**config.mk**
```make
export PLATFORM = sky130hd
export DESIGN_NAME = dacobuf_seq
export DESIGN_NICKNAME = d
export VERILOG_FILES = /design/src/rtl/dacobuf_seq.sv
export SDC_FILE = /design/constraint.sdc
export NUM_CORES = 1
export LEC_CHECK = 0
export ABC_CLOCK_PERIOD_IN_PS = 4850
export BUFFER_PORTS_ARGS = -buffer_cell sky130_fd_sc_hd__buf_4
export CORE_MARGIN = 10
export CORE_UTILIZATION = 32
export CTS_BUF_LIST = sky130_fd_sc_hd__clkbuf_8
export CTS_CLUSTER_DIAMETER = 60
export DETAILED_ROUTE_END_ITERATION = 12
export GPL_ROUTABILITY_DRIVEN = 0
export PLACE_DENSITY = 0.54
export SLEW_MARGIN = 20
export SYNTH_ARGS = -nofsm -noshare
export SYNTH_HDL_FRONTEND = slang
export SYNTH_SLANG_ARGS = --single-unit
export TNS_END_PERCENT = 1
```
**constraint.sdc**
```tcl
create_clock -name dac_refclk_i -period 4.85 [get_ports dac_refclk_i]
set_clock_uncertainty 0.1 [all_clocks]
set_input_delay 0.485 -clock dac_refclk_i [delete_from_list [all_inputs] [get_ports dac_refclk_i]]
set_output_delay 0.485 -clock dac_refclk_i [all_outputs]
set_load 0.01 [all_outputs]
```
**src/rtl/dacobuf_seq.sv**
```systemverilog
// DAC output buffer segment sequencer: table of {start, stop, rep, last} entries
// driving the buffer port-B read address with chaining, repeats and looping.
// Build option: define DACOBUF_SEQ_TRIG_EN to add an ARM state that waits for trig_i.
`timescale 1ns/1ps

// Purpose: walk the segment table and emit one buffer read address per cycle.
// Latency: first address one cycle after start_i (or after trig_i in ARM); no bubble between segments.
// Backpressure: none; the RAM is read every cycle, stop_i aborts on the next cycle.
module dacobuf_seq #(
  parameter int DACBUF_SIZE = 8,
  parameter int NSEG        = 4,
  parameter int SEG_IW      = 2,
  parameter int REP_W       = 8
) (
  input  logic                   dac_refclk_i,
  input  logic                   up_rst,
  input  logic                   seg_wr_en,
  input  logic [SEG_IW-1:0]      seg_wr_idx,
  input  logic [DACBUF_SIZE:0]   seg_wr_start,
  input  logic [DACBUF_SIZE:0]   seg_wr_stop,
  input  logic [REP_W-1:0]       seg_wr_rep,
  input  logic                   seg_wr_last,
  input  logic                   loop_en,
  input  logic                   start_i,
  input  logic                   stop_i,
  input  logic                   trig_i,
  output logic [DACBUF_SIZE:0]   rd_addr_o,
  output logic                   rd_valid_o,
  output logic                   busy_o,
  output logic                   done_o,
  output logic [SEG_IW-1:0]      cur_seg_o
);

  localparam int AW = DACBUF_SIZE + 1;
  localparam logic [SEG_IW-1:0] LAST_IDX = SEG_IW'(NSEG - 1);
  localparam logic [AW-1:0]     ADDR_ONE = {{DACBUF_SIZE{1'b0}}, 1'b1};
  localparam logic [REP_W-1:0]  REP_ONE  = {{(REP_W-1){1'b0}}, 1'b1};

  typedef enum logic [1:0] {
`ifdef DACOBUF_SEQ_TRIG_EN
    S_ARM  = 2'd2,
`endif
    S_IDLE = 2'd0,
    S_PLAY = 2'd1
  } state_t;

  state_t state_q, state_d;

  // Segment table
  logic [AW-1:0]    tbl_start [NSEG];
  logic [AW-1:0]    tbl_stop  [NSEG];
  logic [REP_W-1:0] tbl_rep   [NSEG];
  logic             tbl_last  [NSEG];

  // Working copy of the active segment, frozen at load time
  logic [AW-1:0]     addr_q, start_q, stop_q;
  logic [REP_W-1:0]  rep_q, rep_cnt_q;
  logic              last_q;
  logic [SEG_IW-1:0] seg_q;
  logic              vld_q, busy_q, done_q;

  // Next-step decisions from the FSM
  logic              ld;
  logic [SEG_IW-1:0] ld_idx;
  logic              adv;
  logic              rpt;
  logic              fin;

`ifndef DACOBUF_SEQ_TRIG_EN
  logic unused_trig;
  assign unused_trig = trig_i;
`endif

  // Table write port; the new entry is visible from the following cycle
  always_ff @(posedge dac_refclk_i or posedge up_rst) begin
    if (up_rst) begin
      for (int i = 0; i < NSEG; i++) begin
        tbl_start[i] <= '0;
        tbl_stop[i]  <= '0;
        tbl_rep[i]   <= '0;
        tbl_last[i]  <= 1'b0;
      end
    end else if (seg_wr_en) begin
      tbl_start[seg_wr_idx] <= seg_wr_start;
      tbl_stop[seg_wr_idx]  <= seg_wr_stop;
      tbl_rep[seg_wr_idx]   <= seg_wr_rep;
      tbl_last[seg_wr_idx]  <= seg_wr_last;
    end
  end

  // State register
  always_ff @(posedge dac_refclk_i or posedge up_rst) begin
    if (up_rst) state_q <= S_IDLE;
    else        state_q <= state_d;
  end

  // Next state and per-cycle action select; stop_i outranks every other event
  always_comb begin
    state_d = state_q;
    ld      = 1'b0;
    ld_idx  = '0;
    adv     = 1'b0;
    rpt     = 1'b0;
    fin     = 1'b0;
    case (state_q)
      S_IDLE: begin
        if (!stop_i && start_i) begin
`ifdef DACOBUF_SEQ_TRIG_EN
          state_d = S_ARM;
`else
          state_d = S_PLAY;
          ld      = 1'b1;
`endif
        end
      end
`ifdef DACOBUF_SEQ_TRIG_EN
      S_ARM: begin
        if (stop_i) begin
          state_d = S_IDLE;
        end else if (trig_i) begin
          state_d = S_PLAY;
          ld      = 1'b1;
        end
      end
`endif
      S_PLAY: begin
        if (stop_i) begin
          state_d = S_IDLE;
        end else if (addr_q != stop_q) begin
          adv = 1'b1;
        end else if (rep_cnt_q < rep_q) begin
          rpt = 1'b1;
        end else if (!last_q && (seg_q != LAST_IDX)) begin
          ld     = 1'b1;
          ld_idx = seg_q + 1'b1;
        end else if (loop_en) begin
          ld = 1'b1;
        end else begin
          fin     = 1'b1;
          state_d = S_IDLE;
        end
      end
      default: state_d = S_IDLE;
    endcase
  end

  // Address generator and registered outputs
  always_ff @(posedge dac_refclk_i or posedge up_rst) begin
    if (up_rst) begin
      addr_q    <= '0;
      start_q   <= '0;
      stop_q    <= '0;
      rep_q     <= '0;
      rep_cnt_q <= '0;
      last_q    <= 1'b0;
      seg_q     <= '0;
      vld_q     <= 1'b0;
      busy_q    <= 1'b0;
      done_q    <= 1'b0;
    end else begin
      done_q <= fin;
      busy_q <= (state_d != S_IDLE);
      if (state_d != S_PLAY) begin
        addr_q <= '0;
        vld_q  <= 1'b0;
        seg_q  <= '0;
      end else if (ld) begin
        addr_q    <= tbl_start[ld_idx];
        start_q   <= tbl_start[ld_idx];
        stop_q    <= tbl_stop[ld_idx];
        rep_q     <= tbl_rep[ld_idx];
        last_q    <= tbl_last[ld_idx];
        rep_cnt_q <= '0;
        seg_q     <= ld_idx;
        vld_q     <= 1'b1;
      end else if (adv) begin
        addr_q <= addr_q + ADDR_ONE;
      end else if (rpt) begin
        addr_q    <= start_q;
        rep_cnt_q <= rep_cnt_q + REP_ONE;
      end
    end
  end

  assign rd_addr_o  = addr_q;
  assign rd_valid_o = vld_q;
  assign busy_o     = busy_q;
  assign done_o     = done_q;
  assign cur_seg_o  = seg_q;

endmodule

```
Word-level counts from Yosys, hierarchy flattened
Index checks and enable logic that the tools add are counted.
W data, S select, Z words.

word-level totals
  bits in registers = 159
  input bits = 36
  output and inout port bits = 14
  word-level logic and storage cells = 119

operators by class
  add/sub/neg operators = 3
  order comparisons = 4
  equality and inequality tests = 5
  mux-type cells = 65
  bitwise gates (word level) = 3
  reductions and logical operators = 12

operators by type and width
  kind                   count
  $mux W9                9
  $bwmux W36             2
  $mux W8                6
  $bmux W9 S2            2
  $bwmux W32             1
  $mux W2                13
  $mux W1                24
  $demux W9 S2           1
  $bmux W8 S2            1
  $demux W8 S2           1
  $add A9 B1 Y9 const B  1
  $ne A9 B9 Y1           1
  $add A8 B1 Y8 const B  1
  $lt A8 B8 Y1           1
  $ge A3 B3 Y1 const B   2
  $not A2 Y3             2
  $reduce_bool A2 Y1     3
  $bwmux W4              1
  $ne A2 B2 Y1 const B   2
  $pmux W2 S2            1
  $reduce_bool A4 Y1     1
  $logic_and A1 B1 Y1    3
  $lt A3 B1 Y1 const B   1
  $reduce_and A3 Y1      1
  10 further kinds       11

Depth between registers and ports, before layout
Gate-level depths: netlist of run 1.

  word-level depth = 13
  mapped depth = 10
  mapped depth without buffers = 9

Least setup slack after synthesis of run 1
No wires, ideal clock.

  path type = register to register
  start point = reg rep_cnt_q[2]
  end point = reg rep_cnt_q[7]
  setup time = 0.120 ns
  arrival = 2.424 ns
  required time = 4.630 ns
  path slack = 2.206 ns
  stages on the path, launching flop included = 9
  path buffers = 0
  clock period less this slack = 2.644 ns
  cell sequence = dfrtp_1 > ha_1 > or4_1 > a21oi_1 > o31a_2 > o21ai_1 > a2111oi_2 > a31oi_1 > a41o_1

between the ends
  word-level cells in the longest chain between the ends = 8
  elaborated cells on any way between the ends = 22
  those cells by class = add/sub: 1; order compare: 1; eq/ne: 2; mux: 15; bitwise: 1; reduce/logical: 2

ends and longest elaborated chain
  element                      RTL line  RTL
  start: declaration           57        logic [REP_W-1:0] rep_q, rep_cnt_q;
  start signal: assignment     180       rep_cnt_q <= rep_cnt_q + REP_ONE;
  $lt A8 B8 Y1                 131       end else if (rep_cnt_q < rep_q) begin
  $mux W2                      131
  $mux W2                      129       end else if (addr_q != stop_q) begin
  $mux W2                      127       if (stop_i) begin
  $pmux W2 S2                  105       case (state_q)
  $ne A2 B1 Y1                 163       if (state_d != S_PLAY) begin
  $not A1 Y1 (no line)         n/a
  $reduce_and A3 Y1 (no line)  n/a

Parallel ways exist; a longest one is shown, timed or not. The select of a mux whose other input is x is not followed.
A chain may end at the register's enable or synchronous reset.

Final worst setup path of run 1
  start point = reg rep_cnt_q[3]
  end point = reg rep_q[1]

between the ends
  word-level cells in the longest chain between the ends = 9
  elaborated cells on any way between the ends = 20
  those cells by class = order compare: 1; eq/ne: 1; mux: 15; bitwise: 2; reduce/logical: 1

ends and longest elaborated chain
  element                                     RTL line  RTL
  $lt A8 B8 Y1 (*)                            131
  $mux W2                                     131
  $mux W2                                     129
  $mux W2                                     127
  $mux W2                                     105
  $not A2 Y3 (not written as such)            171       rep_q <= tbl_rep[ld_idx];
  $bmux W8 S2                                 171
  $mux W8 (not written as such) (2 in a row)  171
  end signal: assignment                      171
  end: declaration                            57

Mark *: on every way between the ends. The rest lies on a longest branch, timed or not. The select of a mux whose other input is x is not followed.

==> run summary, run 1 <==
Status: completed
Vias: 4805
Slew @ Worst Pin: 0.893 ns
CTS H-tree lvls: 4
CTS tree: done
Max IR drop VDD: 0.000236 V
Critical Path Fanout Max: 12
Highest clock rate: 316 MHz
Cell count after placement: 901
Initial DRC Count: 230
Worst Setup End Kind: flop
Mapped Area: 0.00733 mm2
Post-CTS Hold Buffers: 0
Syn Area/Cell: 12.6 um2
IO Port Bufs: 48
Final-stage net count: 681
Critical path buffers and inverters: 1
Power Dens Cells: 395 mW/mm2
PostCTS Resize Cnt: 0
Routed WL: 17500 um
Die Area: 0.0294 mm2
CP max stage delay: 0.63 ns
Worst Hold Margin: 0.148 ns
Commonest non-fill, non-tap cell in the layout: dfrtp_1
Data required, critical path: 5.08 ns
Share of layout cells above drive strength 1: 0.333
Clk pin slew, worst setup/hold paths: 0.10 ns
Largest net degree at the start of global routing: 160
Core ar.: 0.0226 mm2
Post-synthesis sequential area ratio: 0.543
CP max-delay cell: o31ai_1
Sequential power share: 0.516
EDFF count, synth: 0
WL/cell: 18.7 um
P_leak: 3.49 nW
Relative slew slack: 0.405
Period utilisation layout: 0.653
# clock sinks: 159
Final number of max-transition violations: 0
Synth unique cells: 52
Routed vias/inst: 5.14
Routed Antenna Nets: 0
Crit path cell chain: ha_1 -> o21a_1 -> a21oi_1 -> o31ai_1 -> nand3_1 -> nor2_2 -> buf_4 -> a21oi_1
Initial core utilization: 0.325
Setup Buffers After CTS: 0
Vias in the first global route: 5255
Root buffer cell: clkbuf_8
Switch share: 0.280
Pre-Repair DR Iteration Count: 4
Hold Path Class: primary input to asynchronous set/reset pin
Die Wd: 171 um
Gate power share: 0.167
Most frequent CP cell: a21oi_1
Psw: 937 uW
Grt total ovfl: 0
Crit path time final: 3.17 ns
Top_reg_cell synth: dfrtp_1
Commonest non-fill, non-tap cells in the layout: dfrtp_1, mux2_2, buf_4
Mapped Cells: 584
Gr usage total: 0.125
Warnings, synthesis: 0
MaxCap Viol Count: 0
# fillers: 2168
Critical path class: flop to flop
CTS Buf Count: 17
Final Hold Vio Count: 0
Initial antenna violation count: 1
Crit path DAT: 3.40 ns
Non-Filler Instances: 934
Final setup viols: 0
Int Pwr: 2.41 mW
Setup tns final: 0 ns
IO Count: 50
Clock Power Share: 0.316
Ys async rst share: 1.00
Seq cells post-synth: 159
Chip height: 171 um
Clk_lat worst skew: 0.46 ns
Syn-to-layout area delta: 15.7%
Syn_nets: 630
Startpoint Class: flop
Drt drc: 0
Crit path max-delay family: simple AND/OR/NAND/NOR gates
Row Count: 55
Clock Path Buffers: 2
Global-route wire length before repair: 28200 um
Dpl hpwl: 11300 um
Unrepaired setup endpoints after global routing: false
[power by group through the flow]
stage | combinational [mW] | clock [mW] | sequential (mW)
2_1_floorplan | 0.435 | 0 | 1.70
3_3_place_gp | 0.547 | 0 | 1.74
3_5_place_dp | 0.569 | 0 | 1.76
4_1_cts | 0.573 | 1.09 | 1.73
5_1_grt | 0.633 | 1.14 | 1.76
6_report | 0.561 | 1.06 | 1.73
[synth_stat cells, types with 10 or more instances]
cell,number,share of area
mux2_2,113,0.17
dfrtp_1,159,0.54
inv_1,11,0.0056
a21oi_1,28,0.019
o21ai_0,12,0.0082
nor2_1,32,0.016
nand3_1,10,0.0068
mux2i_1,42,0.057
clkbuf_1,19,0.0097
ha_1,10,0.017
xnor2_1,17,0.020
nand2_1,30,0.015
o2bb2ai_1,12,0.014
[logic make-up after synthesis]
| family | count (synthesis) | synth area share |
|---|---|---|
| muxes | 155 | 0.231 |
| and+or+nand+nor | 101 | 0.0672 |
| DFF | 159 | 0.543 |
| AOI/OAI and AO/OA | 99 | 0.0935 |
| other | 1 | 0.000511 |
| xor gates and xnor gates | 21 | 0.0251 |
| buffers and inverters | 38 | 0.0230 |
| adders and majority gates | 10 | 0.0171 |
[metal layers]
metal / up-vias / wire (um) / track usage
met5: - / 0 / 0
met4: 0 / 398 / 0.0476
met3: 27 / 861 / 0.0300
met2: 99 / 8580 / 0.213
met1: 2453 / 7650 / 0.149
li1: 2226 / - / -
[flip-flops by register name, summed over array words and instances, names as in the netlist, 2 cells and up]
register   flops
rep_q          8
rep_cnt_q      8
cur_seg_o      2
state_q        2
rd_addr_o      9
tbl_last       4
start_q        9
tbl_rep       32
tbl_start     36
tbl_stop      36
stop_q         9
[worst reg2reg max path, stage by stage, from the launching register on]
cell,delay [ns]
dfrtp_1,0.44
ha_1,0.30
o21a_1,0.12
a21oi_1,0.08
o31ai_1,0.63
nand3_1,0.48
nor2_2,0.47
buf_4,0.32
a21oi_1,0.11
[path summary, 6_finish.rpt]
check	slack, ns	startpoint	end	depth (start not counted)
min	0.15	up_rst	tbl_stop[4]	3
max reg2reg	1.68	rep_cnt_q[3]	rep_q[1]	8
max	1.68	rep_cnt_q[3]	rep_q[1]	8
min in group dac_refclk_i	0.18	seg_wr_stop[3]	tbl_stop[12]	2
min reg2reg	0.38	start_q[0]	start_q[0]	2
max in group asynchronous	3.88	up_rst	tbl_rep[22]	3
[stage by stage]
stage           util  total power [mW]  instance area (um2)  worst slack (ns)
2_1_floorplan      -              2.14                 7340              2.21
3_3_place_gp   0.356              2.29                 8040              1.70
3_5_place_dp   0.356              2.33                 8040              1.67
4_1_cts        0.375              3.39                 8470              1.64
5_1_grt        0.376              3.54                 8480              1.40
6_report       0.376              3.35                 8480              1.68
[area by class of cell]
type	instances	area, um2	area share
well taps	285	357	0.0420
multi-input cells	387	3210	0.379
diodes	1	2.50	0.000295
clock buffers	17	234	0.0276
inverters	11	45.0	0.00531
repair buffers	59	455	0.0537
flip-flops and latches	159	3980	0.469
clock inverters	15	198	0.0233
(Power assumes the default switching activity.)
==> inputs of run 2 (changes only) <==
ABC_CLOCK_PERIOD_IN_PS = 3000   (was 4850)
PLACE_DENSITY = 0.53   (was 0.54)
clock period = 3 ns   (was 4.85 ns; I/O delays follow)
==> run summary, run 2 (same netlist as run 1, synthesis figures left out) <==
Grt total ovfl: 0 (unchanged)
Worst R2R Path Depth: 8 (unchanged)
Hold Path Class: primary input to flop (was primary input to asynchronous set/reset pin)
Clock Path Buffers: 2 (unchanged)
Max IR drop VDD: 0.000333 V (was 0.000236 V)
Row Count: 55 (unchanged)
Relative slew slack: 0.535 (was 0.405)
Worst setup path endpoint: rep_cnt_q[6] (was rep_q[1])
# clock sinks: 159 (unchanged)
Unrepaired setup endpoints after global routing: false (unchanged)
Clk_lat worst skew: 0.46 ns (about the same)
Share of layout cells above drive strength 1: 0.336 (was 0.333)
Core ar.: 0.0226 mm2 (unchanged)
# fillers: 2189 (was 2168)
Status: completed (unchanged)
Routed WL: 18000 um (was 17500 um)
Final setup viols: 0 (unchanged)
Initial core utilization: 0.325 (unchanged)
Routed Antenna Nets: 0 (unchanged)
CTS H-tree lvls: 4 (unchanged)
RR Endpoint: rep_cnt_q[6] (was rep_q[1])
CTS tree: done (unchanged)
Commonest non-fill, non-tap cell in the layout: dfrtp_1 (unchanged)
IO Count: 50 (unchanged)
Die Area: 0.0294 mm2 (unchanged)
Worst setup path start: rep_cnt_q[2] (was rep_cnt_q[3])
Final-stage net count: 727 (was 681)
Clk pin slew, worst setup/hold paths: 0.09 ns (was 0.10 ns)
Dpl hpwl: 12000 um (was 11300 um)
IO Port Bufs: 48 (unchanged)
Drt drc: 0 (unchanged)
Startpoint Class: flop (unchanged)
Highest clock rate: 353 MHz (was 316 MHz)
Root buffer cell: clkbuf_8 (unchanged)
Chip height: 171 um (unchanged)
Global-route wire length before repair: 29600 um (was 28200 um)
Slew @ Worst Pin: 0.680 ns (was 0.893 ns)
R2R setup slack: 0.17 ns (was 1.68 ns)
Worst Hold Margin: 0.124 ns (was 0.148 ns)
Final Hold Vio Count: 0 (unchanged)
Pre-Repair DR Iteration Count: 4 (unchanged)
Final number of max-transition violations: 0 (unchanged)
Gr usage total: 0.130 (was 0.125)
Critical Path Fanout Max: 5 (was 12)
Top flop regs: tbl_start (36), tbl_stop (36), tbl_rep (32) (unchanged)
Worst r2r src: rep_cnt_q[2] (was rep_cnt_q[3])
Setup tns final: 0 ns (unchanged)
Power Dens Cells: 612 mW/mm2 (was 395 mW/mm2)
WL/cell: 18.3 um (was 18.7 um)
Vias in the first global route: 5431 (was 5255)
CTS Buf Count: 17 (unchanged)
Routed vias/inst: 5.07 (was 5.14)
Initial antenna violation count: 0 (was 1)
Syn-to-layout area delta: 21.9% (was 15.7%)
Critical path class: flop to flop (unchanged)
Initial DRC Count: 245 (was 230)
Largest net degree at the start of global routing: 59 (was 160)
MaxCap Viol Count: 0 (unchanged)
Period utilisation layout: 0.944 (was 0.653)
Crit path time final: 2.83 ns (was 3.17 ns)
Vias: 4959 (was 4805)
P_leak: 3.70 nW (was 3.49 nW)
Commonest non-fill, non-tap cells in the layout: dfrtp_1, mux2_2, buf_4 (unchanged)
Crit path DAT: 3.09 ns (was 3.40 ns)
Worst Setup End Kind: flop (unchanged)
Data required, critical path: 3.26 ns (was 5.08 ns)
Post-layout utilization of the core: 0.396 (was 0.376)
Antenna Cells: 0 (was 1)
Die Wd: 171 um (unchanged)
## run 2: cell types whose count changed in the layout (fill, tap and decap cells not counted), sizes merged
cell,previous run,this run
clkbuf,17,18
dlygate4sd3,0,28
inv,19,17
diode,1,0
clkinv,3,2
clkinvlp,1,3
buf,59,77
## run 2: worst max-delay path: stages, from the launching register on
cell	delay, ns
dfrtp_1	0.43
ha_1	0.20
or4_1	0.49
a21oi_1	0.18
o31a_2	0.20
o21ai_1	0.18
a2111oi_0	0.70
xnor2_1	0.19
nor2_1	0.06
## run 2: power breakdown
part           leakage, nW  internal, mW  switching (mW)  total, mW
registers             1.92          2.55           0.241       2.79
clock network        0.213         0.860           0.851       1.71
logic                 1.57         0.538           0.428      0.967
total                 3.70          3.94            1.52       5.46
## run 2: metrics by stage
| step | total power [mW] | cells | setup slack, ns | cell area [um2] |
|---|---|---|---|---|
| global placement | 3.71 | 919 | 0.148 | 8220 |
| global route | 5.78 | 979 | 0.0216 | 8940 |
| detailed placement | 3.78 | 919 | 0.114 | 8220 |
| floorplan | 3.46 | 584 | 0.356 | 7340 |
| finish | 5.46 | 979 | 0.168 | 8940 |
| CTS | 5.54 | 979 | 0.116 | 8930 |
## run 2: layout make-up
class / count / area (um2) / share of cell area
multi-input cells: 387 / 3210 / 0.359
repair buffers: 105 / 921 / 0.103
flip-flops and latches: 159 / 3980 / 0.445
clock buffers: 18 / 248 / 0.0277
inverters: 11 / 45.0 / 0.00504
well taps: 285 / 357 / 0.0399
clock inverters: 14 / 179 / 0.0200
## run 2: worst min path at each step
stage / to / depth (start not counted) / from / slack [ns]
floorplan: start_q[0] / 2 / start_q[0] / 0.34
global placement: tbl_stop[11] / 2 / up_rst / 0.28
detailed placement: tbl_stop[29] / 2 / up_rst / 0.29
CTS: done_o / 4 / loop_en / 0.09
global route: done_o / 4 / loop_en / 0.12
finish: done_o / 4 / loop_en / 0.12
## run 2: layer usage
layer | wire length (um) | global-route usage | up-vias
met5 | 0 | 0 | -
met4 | 312 | 0.0461 | 0
met3 | 672 | 0.0287 | 25
met2 | 8770 | 0.213 | 75
met1 | 8200 | 0.166 | 2536
li1 | - | - | 2323
## run 2: timing repair
| action | in CTS | in global routing |
|---|---|---|
| hold endpoints to repair | 128 | 0 |
| hold buffers | 28 | 0 |
| endpoints found under the setup margin | 0 | 18 |
| resized for setup | 0 | 1 |
| buffers inserted | 0 | 0 |
